--- src/rtl/fmlarb4_pkg.sv ---
// Shared constants and types for the four-master FML arbiter.
package fmlarb4_pkg;

    localparam int FML_BURST_LEN   = 4;
    localparam int FMLARB_NMASTERS = 4;
    localparam int FMLARB_IDX_W    = 2;

    typedef logic [FMLARB_IDX_W-1:0] midx_t;

    // Beat counter load value for one write burst
    localparam logic [2:0] WCNT_LOAD = 3'(FML_BURST_LEN);

    // Master index arithmetic wraps modulo the number of masters
    function automatic midx_t idx_add(input midx_t base, input int ofs);
        return midx_t'(base + ofs[FMLARB_IDX_W-1:0]);
    endfunction

endpackage

--- src/rtl/fmlarb_pick.sv ---
// Combinational grant selection. Fixed priority (m0 highest) by default;
// with FMLARB_RR_EN defined the search starts one past the last grant, so
// the last grantee is eligible but ranked lowest.
module fmlarb_pick
    import fmlarb4_pkg::*;
(
    input  logic [3:0] req,
    input  midx_t      last,
    output midx_t      next,
    output logic       found
);

    midx_t cand_s;

    // Scan candidates from lowest to highest priority; the last hit wins
    always_comb begin
        next   = last;
        found  = 1'b0;
        cand_s = last;
`ifdef FMLARB_RR_EN
        for (int i = FMLARB_NMASTERS; i >= 1; i--) begin
            cand_s = idx_add(last, i);
            next   = req[cand_s] ? cand_s : next;
            found  = found | req[cand_s];
        end
`else
        for (int i = FMLARB_NMASTERS - 1; i >= 0; i--) begin
            cand_s = midx_t'(i);
            next   = req[cand_s] ? cand_s : next;
            found  = found | req[cand_s];
        end
`endif
    end

endmodule

--- src/rtl/fmlarb4.sv ---
// Four-master arbiter in front of the FML 4x64 SDRAM port.
// Optional build macro: FMLARB_RR_EN selects round-robin instead of fixed
// priority (only fmlarb_pick is affected).
module fmlarb4
    import fmlarb4_pkg::*;
#(
    parameter int fml_depth = 26
) (
    input  logic                 sys_clk,
    input  logic                 sys_rst_n,
    input  logic [fml_depth-1:0] m0_adr,
    input  logic                 m0_stb,
    input  logic                 m0_we,
    output logic                 m0_eack,
    input  logic [7:0]           m0_sel,
    input  logic [63:0]          m0_di,
    output logic [63:0]          m0_do,
    input  logic [fml_depth-1:0] m1_adr,
    input  logic                 m1_stb,
    input  logic                 m1_we,
    output logic                 m1_eack,
    input  logic [7:0]           m1_sel,
    input  logic [63:0]          m1_di,
    output logic [63:0]          m1_do,
    input  logic [fml_depth-1:0] m2_adr,
    input  logic                 m2_stb,
    input  logic                 m2_we,
    output logic                 m2_eack,
    input  logic [7:0]           m2_sel,
    input  logic [63:0]          m2_di,
    output logic [63:0]          m2_do,
    input  logic [fml_depth-1:0] m3_adr,
    input  logic                 m3_stb,
    input  logic                 m3_we,
    output logic                 m3_eack,
    input  logic [7:0]           m3_sel,
    input  logic [63:0]          m3_di,
    output logic [63:0]          m3_do,
    output logic [fml_depth-1:0] s_adr,
    output logic                 s_stb,
    output logic                 s_we,
    output logic [7:0]           s_sel,
    output logic [63:0]          s_di,
    input  logic                 s_eack,
    input  logic [63:0]          s_do
);

    logic [fml_depth-1:0] adr_s [FMLARB_NMASTERS];
    logic [7:0]           sel_s [FMLARB_NMASTERS];
    logic [63:0]          di_s  [FMLARB_NMASTERS];
    logic [3:0]           stb_s;
    logic [3:0]           we_s;

    midx_t      gnt_r;
    logic       gnt_v_r;
    midx_t      wm_r;
    logic [2:0] wcnt_r;

    midx_t                next_s;
    logic                 found_s;
    logic                 rearb_s;
    logic                 burst_act_s;
    logic [fml_depth-1:0] s_adr_s;
    logic                 s_we_s;
    logic [7:0]           s_sel_s;
    logic [63:0]          s_di_s;

    assign adr_s[0] = m0_adr;
    assign adr_s[1] = m1_adr;
    assign adr_s[2] = m2_adr;
    assign adr_s[3] = m3_adr;
    assign sel_s[0] = m0_sel;
    assign sel_s[1] = m1_sel;
    assign sel_s[2] = m2_sel;
    assign sel_s[3] = m3_sel;
    assign di_s[0]  = m0_di;
    assign di_s[1]  = m1_di;
    assign di_s[2]  = m2_di;
    assign di_s[3]  = m3_di;
    assign stb_s    = {m3_stb, m2_stb, m1_stb, m0_stb};
    assign we_s     = {m3_we, m2_we, m1_we, m0_we};

    // Re-arbitrate when idle, when the owner has let go, or on acknowledge
    assign rearb_s     = ~gnt_v_r | ~stb_s[gnt_r] | s_eack;
    assign burst_act_s = (wcnt_r != 3'd0);

    fmlarb_pick u_pick (
        .req   (stb_s),
        .last  (gnt_r),
        .next  (next_s),
        .found (found_s)
    );

    // Grant register: hold the owner until its request is acknowledged
    always_ff @(posedge sys_clk or negedge sys_rst_n) begin
        if (!sys_rst_n) begin
            gnt_r   <= 2'd0;
            gnt_v_r <= 1'b0;
        end else if (rearb_s) begin
            gnt_v_r <= found_s;
            gnt_r   <= found_s ? next_s : gnt_r;
        end else begin
            gnt_r   <= gnt_r;
            gnt_v_r <= gnt_v_r;
        end
    end

    // Write burst tracker: remember the acknowledged writer, count its beats
    always_ff @(posedge sys_clk or negedge sys_rst_n) begin
        if (!sys_rst_n) begin
            wm_r   <= 2'd0;
            wcnt_r <= 3'd0;
        end else if (s_eack && s_we_s) begin
            wm_r   <= gnt_r;
            wcnt_r <= WCNT_LOAD;
        end else if (burst_act_s) begin
            wcnt_r <= wcnt_r - 3'd1;
        end else begin
            wcnt_r <= wcnt_r;
        end
    end

    // Address-phase multiplexer follows the current grant
    always_comb begin
        s_adr_s = {fml_depth{1'b0}};
        s_we_s  = 1'b0;
        if (gnt_v_r) begin
            s_adr_s = adr_s[gnt_r];
            s_we_s  = we_s[gnt_r];
        end else begin
            s_adr_s = {fml_depth{1'b0}};
            s_we_s  = 1'b0;
        end
    end

    // Write data steering follows the burst owner, not the current grant
    always_comb begin
        s_sel_s = 8'd0;
        s_di_s  = 64'd0;
        if (burst_act_s) begin
            s_sel_s = sel_s[wm_r];
            s_di_s  = di_s[wm_r];
        end else begin
            s_sel_s = 8'd0;
            s_di_s  = 64'd0;
        end
    end

    // Strobe is held off during a write burst so bursts never overlap
    assign s_stb = gnt_v_r & stb_s[gnt_r] & ~burst_act_s;
    assign s_adr = s_adr_s;
    assign s_we  = s_we_s;
    assign s_sel = s_sel_s;
    assign s_di  = s_di_s;

    assign m0_eack = s_eack & gnt_v_r & (gnt_r == 2'd0);
    assign m1_eack = s_eack & gnt_v_r & (gnt_r == 2'd1);
    assign m2_eack = s_eack & gnt_v_r & (gnt_r == 2'd2);
    assign m3_eack = s_eack & gnt_v_r & (gnt_r == 2'd3);

    assign m0_do = s_do;
    assign m1_do = s_do;
    assign m2_do = s_do;
    assign m3_do = s_do;

endmodule

--- config.mk ---
export PLATFORM = sky130hd
export DESIGN_NAME = fmlarb4
export DESIGN_NICKNAME = d
export VERILOG_FILES = /design/src/rtl/fmlarb4_pkg.sv /design/src/rtl/fmlarb_pick.sv /design/src/rtl/fmlarb4.sv
export SDC_FILE = /design/constraint.sdc
export NUM_CORES = 1
export LEC_CHECK = 0
export ABC_CLOCK_PERIOD_IN_PS = 2170
export BUFFER_PORTS_ARGS = -buffer_cell sky130_fd_sc_hd__buf_4
export CAP_MARGIN = 30
export CORE_AREA = 5 5 321 323
export CTS_BUF_LIST = sky130_fd_sc_hd__clkbuf_4
export CTS_CLUSTER_SIZE = 12
export DETAILED_ROUTE_END_ITERATION = 7
export DIE_AREA = 0 0 326 328
export GPL_ROUTABILITY_DRIVEN = 1
export GPL_TIMING_DRIVEN = 0
export PLACE_DENSITY = 0.3
export SLEW_MARGIN = 20
export SYNTH_ARGS = -nofsm -noshare
export SYNTH_HDL_FRONTEND = slang
export SYNTH_HIERARCHICAL = 1
export SYNTH_SLANG_ARGS = --single-unit
--- constraint.sdc ---
create_clock -name sys_clk -period 2.17 [get_ports sys_clk]
set_clock_uncertainty 0.15 [all_clocks]
set_input_delay 0.217 -clock sys_clk [delete_from_list [all_inputs] [get_ports sys_clk]]
set_output_delay 0.217 -clock sys_clk [all_outputs]
set_load 0.005 [all_outputs]
==> results of run 1 <==
==> layout by cell type (no fill, tap or decap), drive strengths merged <==
master / instances
a21oi: 2
and2: 28
and3b: 1
and4: 1
buf: 1072
clkbuf: 15
dfrtp: 8
dlygate4sd3: 1
ha: 2
inv: 7
mux2: 3
mux2i: 5
mux4: 98
nand2: 4
nand3: 1
nand3b: 1
nor2: 5
nor2b: 72
nor3: 2
o211a: 1
o21ai: 2
o21bai: 1
o221ai: 2
o2bb2ai: 2
or2: 1
or3b: 1
or4: 1
xor2: 1
==> timing repair <==
action | CTS | global route
resized for setup | 135 | 88
endpoints found under the setup margin | 99 | 103
endpoints found under the hold margin | 8 | 0
hold buffers | 1 | 0
gates cloned | 6 | 0
pin swaps | 1 | 2
setup buffers | 23 | 5
==> cell usage after synthesis (4+ instances only) <==
master / count / area (um2)
dfrtp_1: 8 / 200
nor2b_1: 72 / 450
clkbuf_1: 11 / 41.3
buf_4: 256 / 1920
buf_6: 12 / 135
buf_2: 11 / 55.1
nor2_1: 5 / 18.8
and2_1: 28 / 175
mux4_2: 98 / 2210
inv_1: 7 / 26.3
nand2_1: 4 / 15.0
mux2i_1: 5 / 50.1
==> cell type report <==
cell class                 instances  share of cell area [%]
sequential                         8                    1.43
clock buffer                       3                   0.160
buffer                           291                    16.8
inverter                           7                   0.186
multi-input combinational        237                    24.8
tap                             1298                    11.5
timing repair buffer             794                    45.1
==> state kept, by name, indices dropped and copies added (netlist names) <==
signal   count
wm_r         2
wcnt_r       3
gnt_r        2
gnt_v_r      1
==> power breakdown <==
group | internal, uW | switching, uW
registers | 195 | 25.6
logic | 4300 | 2640
clock network | 63.6 | 57.1
==> critical path: stages, from the launching register on <==
cell	delay, ps
dfrtp_2	380
buf_12	170
buf_16	150
mux4_2	640
nor2b_4	180
buf_6	110
==> worst max path at each step <==
stage                    from  endpoint  cells after the start
floorplan           wcnt_r[0]  s_di[32]                      6
global route          wm_r[0]  s_di[41]                      5
CTS                   wm_r[0]   s_di[1]                      6
detailed placement  wcnt_r[0]  s_di[51]                      9
finish                wm_r[0]  s_di[41]                      5
global placement    wcnt_r[0]  s_di[51]                      7
==> through the flow <==
stage | instance area, um2 | total power [uW] | TNS (ps) | setup WS (ps) | hold WS (ps)
after floorplan | 5520 | 2780 | 0 | 364 | -229
after global placement | 12900 | 5950 | -40040 | -1530 | -102
after detailed placement | 12900 | 5960 | -25530 | -842 | -99.7
after CTS | 13900 | 7260 | -8750 | -188 | 111
after global routing | 14100 | 7890 | -9170 | -171 | 154
final | 14100 | 7290 | -2080 | -113 | 147
==> layer usage <==
layer | track usage [%] | vias to the layer above | wire length, um
met3 | 1.98 | 18 | 3750
li1 | - | 3265 | -
met1 | 8.49 | 3402 | 16000
met4 | 0.931 | 2 | 518
met5 | 0 | - | 17
met2 | 15.1 | 432 | 24800
==> logic make-up after synthesis <==
| kind of cell | Yosys count |
|---|---|
| flops | 8 |
| compound gates | 10 |
| simple gates | 118 |
| buf+inv | 298 |
| fa+ha+maj | 2 |
| mux | 106 |
| xor+xnor | 1 |
==> summary.md, run 1 <==
| Metric | Value |
|---|---|
| Status | finished with violations |
| Failing checks | setup timing |
| Max-Cap Viols | 0 |
| Asr flop ratio synth | 100% |
| Port Buffer Count | 762 |
| Die area | 107000 um2 |
| Final WS setup | -113 ps |
| Pre-Repair DR Iteration Count | 4 |
| Worst Path Class, Setup | reg2out |
| Largest net degree at the start of global routing | 11 |
| Peak VDD IR | 0.000294 V |
| Sequential fraction of the synthesis area | 3.62% |
| First-pass GRT wire length | 59900 um |
| Hold Violations, Final | 0 |
| Synth Area in XOR/XNOR | 0.159% |
| Final wirelength | 45100 um |
| Predominant post-synthesis flop cell | dfrtp_1 |
| F_max | 438 MHz |
| Syn_nets | 1012 |
| Fillers | 11300 |
| H-tree levels | 1 |
| Initial antenna violation count | 7 |
| Pwr Density | 516 nW/um2 |
| DRT iter0 DRCs | 215 |
| Hold Path Sink | gnt_r[0] |
| Crit. End Element | output port |
| Hold Startpoint | m0_stb |
| Synth cell types | 33 |
| Crit share post-route | 105% |
| Share of layout cells above drive strength 1 | 93.7% |
| Core area | 99600 um2 |
| Mux contribution to synthesized area | 41.5% |
| RR Endpoint | wm_r[1] |
| Startpoint Class | register |
| Area growth syn-to-layout | 156% |
| Die Y | 328 um |
| Critical Path AT | 1920 ps |
| Wire per inst | 17.1 um |
| RSZ-0062 raised after global routing | yes |
| Vias in the first global route | 7814 |
| # IOs | 827 |
| Clk slew on worst S/H paths | 70 ps |
| Area of the multi-input gates | 3510 um2 |
| Post-Synth Adder-Cell Area | 0.453% |
| Critical Path RT | 1800 ps |
| Actual slew at the worst max-slew pin | 404 ps |
| Fin util | 14.2% |
| Clock Path Buffers | 2 |
| Row Count | 116 |
| Reg2Reg Depth | 5 |
| Gr ovfl total | 0 |
| Leakage | 0.00674 uW |
| Worst reg2reg path startpoint | gnt_r[0] |
| Routed vias/inst | 2.70 |
| CTS tree | yes |
| Root Buffer | clkbuf_4 |
| Largest family of logic cells by synthesized area | multiplexers |
| Flops & latches, synth | 8 |
| Post-route insts no fill | 2638 |
| Total CTS buffers | 3 |
| GPL Wtd Cong | 0.819 |
| Post-synth EDFFs | 0 |
| Hold depth | 4 |
| Register area | 201 um2 |
| Die W | 326 um |
| DRT antenna net count | 0 |
| Final Max Tran Viols | 0 |
| DRC violations left | 0 |
| Final number of setup-violating endpoints | 62 |
| Cell Area, Synth | 5520 um2 |
| Min cycle time layout | 2280 ps |
| Ant diodes | 0 |
| Rel. slew slack | 73.0% |
| Reg2reg setup slack | 200 ps |
| Synth warn | 6 |
| Clk Latency, worst-skew pair | 260 ps |
| Compound-cell area share of the yosys netlist | 1.54% |
| CTS Sinks | 8 |
| DP HPWL | 41100 um |
| Nets | 1811 |
| Initial Utilization | 5.55% |
| Post-Syn Area per Cell | 10.2 um2 |
| Max FO, Critical Path | 6 |
| Simple-Gate Fraction of Synth Area | 13.1% |
| Global Route Usage Sum | 7.70% |
| Cell count after synthesis | 543 |
| # placed instances | 2605 |
| Vias post-DR | 7119 |
| HP Class | in2reg |
(Power assumes the default switching activity.)
==> inputs of run 2 (changes only) <==
--- a/config.mk
+++ b/config.mk
@@ -5,6 +5,7 @@
 export SDC_FILE = /design/constraint.sdc
 export NUM_CORES = 1
 export LEC_CHECK = 0
+export ABC_AREA = 1
 export ABC_CLOCK_PERIOD_IN_PS = 2170
 export BUFFER_PORTS_ARGS = -buffer_cell sky130_fd_sc_hd__buf_4
 export CAP_MARGIN = 30
==> summary.md, run 2 <==
| Metric | Value |
|---|---|
| Asr flop ratio synth | 100% |
| Most flop-heavy register | wcnt_r |
| Rel. slew slack | 71.9% |
| CP max stage delay | 450 ps |
| Clk Latency, worst-skew pair | 250 ps |
| Syn_nets | 1455 |
| DP HPWL | 55700 um |
| Global Route Usage Sum | 11.1% |
| Worst Path Buf+Inv | 6 |
| Area growth syn-to-layout | 168% |
| Synth warn | 6 |
| Largest regs | wcnt_r (3), gnt_r (2), wm_r (2) |
| Clk slew on worst S/H paths | 50 ps |
| Synth area leader | buf_4 |
| Critical Path RT | 1800 ps |
| Fin util | 14.9% |
| Vias post-DR | 9421 |
| Failing checks | setup timing |
| Port Buffer Count | 762 |
| Die W | 326 um |
| Total CTS buffers | 3 |
| Sequential fraction of the synthesis area | 3.62% |
| DRC violations left | 0 |
| DRT antenna net count | 0 |
| Synth cell types | 25 |
| Core area | 99600 um2 |
| Share of layout cells above drive strength 1 | 70.9% |
| Cell Area, Synth | 5530 um2 |
| Vias in the first global route | 9828 |
| Slowest-stage cell, CP | dfrtp_2 |
| Top delay family on crit path | buffers and inverters |
| Top post-synthesis cells by count | nor2_1 (292), buf_4 (265), a21oi_1 (102), o21ai_0 (96), a22oi_1 (52) |
| Crit. End Element | output port |
| Root Buffer | clkbuf_4 |
| Worst Path Class, Setup | reg2out |
| Row Count | 116 |
| Max-Cap Viols | 0 |
| Pre-Repair DR Iteration Count | 4 |
| Largest register FFs | 3 |
| Final Max Tran Viols | 0 |
| Max FO, Critical Path | 6 |
| Commonest non-fill, non-tap cell in the layout | buf_4 |
| Critical Path AT | 2010 ps |
| CTS Sinks | 8 |
| Largest net degree at the start of global routing | 11 |
| Commonest non-fill, non-tap cells in the layout | buf_4 (1028), nor2_1 (245), o21ai_1 (68) |
| Nets | 2276 |
| Predominant post-synthesis flop cell | dfrtp_1 |
| Worst slack, placed | -632 ps |
| Post-synth EDFFs | 0 |
| DRT iter0 DRCs | 292 |
| Status | finished with violations |
| Crit-path most repeated cell | buf_12 |
| Pwr Density | 748 nW/um2 |
| RSZ-0062 raised after global routing | yes |
| Leakage | 0.00708 uW |
| Share of the synthesized area in the top cell type | 36.0% |
| PnR Total Power | 11100 uW |
| Cell Chain, Critical Path | buf_12, buf_16, buf_12, buf_12, buf_12, nor2_1, nor2_1, o21ai_1, a21oi_1, buf_4 |
| Die area | 107000 um2 |
| HP Class | in2reg |
| Startpoint Class | register |
| Post-Syn Area per Cell | 5.61 um2 |
| Wire per inst | 20.8 um |
| First-pass GRT wire length | 83900 um |
| Clock Path Buffers | 2 |
| Actual slew at the worst max-slew pin | 419 ps |
| CTS tree | yes |
| Cell count after synthesis | 986 |
| Initial antenna violation count | 6 |
| Die Y | 328 um |
| Final number of setup-violating endpoints | 58 |
| F_max | 421 MHz |
| Hold Violations, Final | 0 |
| H-tree levels | 1 |
| Routed vias/inst | 3.03 |
| Crit share post-route | 109% |
| GPL Wtd Cong | 0.787 |
| Gr ovfl total | 0 |
| # IOs | 827 |
| Most frequent cell after synthesis | nor2_1 |
| Initial Utilization | 5.55% |
| Synth area leaders | buf_4 (36%), nor2_1 (20%), a21oi_1 (9.2%) |
| Peak VDD IR | 0.000270 V |
| Fillers | 11600 |
| Final WS setup | -205 ps |
| Flops & latches, synth | 8 |
| Final wirelength | 64800 um |
| Min cycle time layout | 2380 ps |
==> run 2: cell type report <==
type                    instances  area, um2  area share, %
diodes                          4       10.0         0.0676
plain buffers                 320       2690           18.2
clock buffers                   3       22.5          0.152
inverters                      15       80.1          0.541
multi-input cells             641       3600           24.3
flip-flops and latches          8        201           1.36
well taps                    1298       1620           11.0
repair buffers                818       6570           44.4
==> run 2: worst register-to-register path, delay by kind of cell, from the launching register on <==
family                 cells  cell delay, ps
AND/OR/NAND/NOR            6             430
flip-flops                 1             390
buffers and inverters      5             710
==> run 2: logic make-up (layout without fill, tap and decap cells) <==
kind of cell             after synthesis  in the layout  share of synthesized area, %
AND/OR/NAND/NOR                      337            337                          23.7
AO/OA/AOI/OAI                        301            301                          29.6
buffers and inverters                337           1156                          42.4
other                                  0              4                             0
flip-flops                             8              8                          3.62
adder cells (fa/ha/maj)                2              2                         0.453
XOR/XNOR                               1              1                         0.158
==> run 2: layer usage <==
metal  global-route usage [%]  part of all wire (%)
met1                     13.6                    41
met2                     20.3                    51
met3                     2.66                   7.4
met5                        0                     0
met4                     1.02                  0.88
==> run 2: worst paths after layout <==
kind / start / to / slack [ps] / cells after the start
min reg2reg: wcnt_r[2] / wcnt_r[2] / 380 / 2
max: wm_r[0] / s_di[56] / -210 / 10
max reg2reg: gnt_r[0] / wm_r[0] / 380 / 11
min in group asynchronous: sys_rst_n / gnt_v_r / 190 / 2
min: m0_stb / gnt_r[0] / 130 / 4
max in group asynchronous: sys_rst_n / wm_r[0] / 1530 / 2
==> run 2: through the flow <==
| step | area [um2] | hold WS, ps | setup TNS (ps) | cells |
|---|---|---|---|---|
| global placement | 12900 | -105 | -68880 | 3046 |
| floorplan | 5530 | -229 | 0 | 986 |
| CTS | 14100 | 121 | -4170 | 3085 |
| finish | 14800 | 130 | -4040 | 3107 |
| detailed placement | 12900 | -105 | -29530 | 3047 |
| global route | 14800 | 168 | -11710 | 3104 |
==> run 2: what timing repair did <==
item,in CTS,in global routing
gates cloned,4,5
gates resized for setup,240,139
buffers inserted,31,17
hold buffers,1,0
hold endpoints to repair,8,0
pin swaps,52,84
setup endpoints to repair,95,93
==> run 2: report_power, final <==
group / leakage, uW / switching (uW) / internal (uW) / total (uW)
clock: 0.0000138 / 49.1 / 63.2 / 112
sequential: 0.0000955 / 49.7 / 202 / 252
combinational: 0.00697 / 5590 / 5120 / 10700
==> inputs of run 3 (changes only) <==
--- a/config.mk
+++ b/config.mk
@@ -9,16 +9,15 @@
 export ABC_CLOCK_PERIOD_IN_PS = 2170
 export BUFFER_PORTS_ARGS = -buffer_cell sky130_fd_sc_hd__buf_4
 export CAP_MARGIN = 30
-export CORE_AREA = 5 5 321 323
+export CORE_AREA = 5 5 322 324
 export CTS_BUF_LIST = sky130_fd_sc_hd__clkbuf_4
 export CTS_CLUSTER_SIZE = 12
 export DETAILED_ROUTE_END_ITERATION = 7
-export DIE_AREA = 0 0 326 328
+export DIE_AREA = 0 0 327 329
 export GPL_ROUTABILITY_DRIVEN = 1
 export GPL_TIMING_DRIVEN = 0
 export PLACE_DENSITY = 0.3
 export SLEW_MARGIN = 20
 export SYNTH_ARGS = -nofsm -noshare
 export SYNTH_HDL_FRONTEND = slang
-export SYNTH_HIERARCHICAL = 1
 export SYNTH_SLANG_ARGS = --single-unit
==> summary.md, run 3 <==
| Metric | Value |
|---|---|
| CTS Sinks | 8 |
| Vias in the first global route | 9743 |
| CP max stage delay | 410 ps |
| Synth warn | 0 |
| RSZ-0062 raised after global routing | yes |
| Met1 Track Usage GR | 11.6% |
| Max-Cap Viols | 0 |
| Row Count | 117 |
| DRC violations left | 0 |
| DP HPWL | 51500 um |
| Actual slew at the worst max-slew pin | 552 ps |
| Synth area leaders | buf_4 (37%), nor2_1 (20%), a21oi_1 (9.1%) |
| Routed vias/inst | 3.02 |
| Crit path launch | wm_r[0] |
| Synth cell types | 26 |
| Cell count after synthesis | 980 |
| Final WS setup | -109 ps |
| Critical Path AT | 1910 ps |
| Asr flop ratio synth | 100% |
| Pwr Density | 716 nW/um2 |
| Met3 usage | 3.16% |
| Worst reg2reg path startpoint | gnt_r[0] |
| HP Class | in2reg |
| DRT antenna net count | 0 |
| Crit share post-route | 105% |
| First-pass GRT wire length | 76900 um |
| CTS tree | yes |
| Vias post-DR | 9443 |
| Cell Chain, Critical Path | buf_12, buf_16, buf_16, buf_12, clkbuf_16, nor2_4, nor2_2, o21ai_2, a21oi_2, buf_4 |
| Pre-Repair DR Iteration Count | 4 |
| Commonest non-fill, non-tap cell in the layout | buf_4 |
| Initial Utilization | 5.49% |
| Fillers | 11700 |
| Predominant post-synthesis flop cell | dfrtp_1 |
| Status | finished with violations |
| Crit. End Element | output port |
| H-tree levels | 1 |
| Port Buffer Count | 762 |
| GRT busiest layer | met2 |
| Largest regs | wcnt_r (3), gnt_r (2), wm_r (2) |
| Die area | 108000 um2 |
| Most frequent cell after synthesis | nor2_1 |
| DRT iter0 DRCs | 325 |
| Hold Violations, Final | 0 |
| Top post-synthesis cells by count | nor2_1 (292), buf_4 (271), a21oi_1 (101), o21ai_0 (96), a22oi_1 (52) |
| Top delay family on crit path | buffers and inverters |
| Synth area leader | buf_4 |
| Post-Syn Area per Cell | 5.65 um2 |
| Peak VDD IR | 0.000231 V |
| Initial antenna violation count | 7 |
| Max FO, Critical Path | 7 |
| Clk slew on worst S/H paths | 60 ps |
| Sequential fraction of the synthesis area | 3.61% |
| Global Route Usage Sum | 9.97% |
| Startpoint Class | register |
| Syn_nets | 1449 |
| Area growth syn-to-layout | 181% |
| Hold Startpoint | m2_stb |
| Hold Slack | 88.4 ps |
| Nets | 2279 |
| Rel. slew slack | 63.2% |
| Clk Latency, worst-skew pair | 250 ps |
| Share of layout cells above drive strength 1 | 74.1% |
| Slowest-stage cell, CP | dfrtp_2 |
| Area of the multi-input gates | 3970 um2 |
| Most flop-heavy register | wcnt_r |
| Post-synth EDFFs | 0 |
| Root Buffer | clkbuf_4 |
| Clock Path Buffers | 2 |
| Final wirelength | 60900 um |
| Largest net degree at the start of global routing | 11 |
| Worst Path Class, Setup | reg2out |
| # IOs | 827 |
| Register area | 201 um2 |
| Core area | 101000 um2 |
| Cell Area, Synth | 5540 um2 |
| PnR Total Power | 11100 uW |
| M2 GR Usage | 18.3% |
| Failing checks | setup timing |
| Wire per inst | 19.5 um |
| Leakage | 0.00727 uW |
| Largest register FFs | 3 |
| Critical Path RT | 1800 ps |
| Share of the synthesized area in the top cell type | 36.7% |
| Worst Path Buf+Inv | 6 |
| Min cycle time layout | 2280 ps |
| F_max | 439 MHz |
| Gr ovfl total | 0 |
| Total CTS buffers | 3 |
| Final Max Tran Viols | 0 |
| GPL Wtd Cong | 0.808 |
| Final number of setup-violating endpoints | 34 |
| Die W | 327 um |
| Die Y | 329 um |
| Commonest non-fill, non-tap cells in the layout | buf_4 (1027), nor2_1 (175), o21ai_1 (83) |
| Fin util | 15.4% |
| Flops & latches, synth | 8 |
[run 3: repair_timing]
item	4_1_cts	5_1_grt
hold buffers	1	0
gates cloned	8	13
setup endpoints to repair	92	93
pin swaps	77	95
buffers inserted	22	25
gates resized for setup	301	230
hold endpoints to repair	8	0
[run 3: cell type report]
class | instances | area share (%)
multi-input combinational | 637 | 25.5
antenna | 5 | 0.0805
clock buffer | 3 | 0.145
tap | 1309 | 10.5
buffer | 322 | 18.2
inverter | 13 | 0.523
timing repair inverter | 1 | 0.105
timing repair buffer | 824 | 43.6
sequential | 8 | 1.30
[run 3: logic make-up (layout without fill, tap and decap cells)]
| group | count (synthesis) | after routing | synth area share, % |
|---|---|---|---|
| and+or+nand+nor | 335 | 335 | 23.5 |
| buffers and inverters | 335 | 1163 | 42.9 |
| AOI/OAI and AO/OA | 299 | 299 | 29.4 |
| DFF | 8 | 8 | 3.61 |
| adders and majority gates | 2 | 2 | 0.451 |
| xor gates and xnor gates | 1 | 1 | 0.158 |
| other | 0 | 5 | 0 |
[run 3: worst register-to-register path: stages (launching register included)]
cell     delay [ps]
dfrtp_1         340
buf_6           160
inv_2            80
nor2_4          200
buf_4           170
nand2_1          80
nand4_4         130
nand2_2          90
nand2_1          70
nand2_1          40
[run 3: stage by stage]
stage / cell area, um2 / setup WS (ps) / setup TNS [ps] / std cells
after floorplan: 5540 / 526 / 0 / 980
after global placement: 12900 / -882 / -40530 / 3051
after detailed placement: 12900 / -882 / -40910 / 3051
after CTS: 14300 / -172 / -4530 / 3085
after global routing: 15500 / -202 / -6080 / 3118
final: 15500 / -109 / -1370 / 3122
[run 3: worst paths after layout]
check | cells past startpoint | slack (ps) | endpoint
hold / removal | 3 | 90 | gnt_v_r
setup reg to reg | 9 | 550 | wm_r[1]
setup / recovery | 10 | -110 | s_di[55]
min in group asynchronous | 2 | 200 | wcnt_r[2]
hold reg to reg | 2 | 370 | wcnt_r[2]
max in group asynchronous | 2 | 1520 | wm_r[0]
[run 3: power breakdown]
part | internal [uW] | total [uW] | switching, uW
Sequential | 197 | 225 | 28.1
Clock | 63.4 | 115 | 52.1
Combinational | 5500 | 10800 | 5300
[run 3: per-layer routing]
metal	share of wire, %	routed length (um)	up-vias
met5	0	0	-
met4	1.4	861	0
met3	8.4	5090	33
met2	51	31000	453
met1	39	23900	4281
li1	-	-	4676
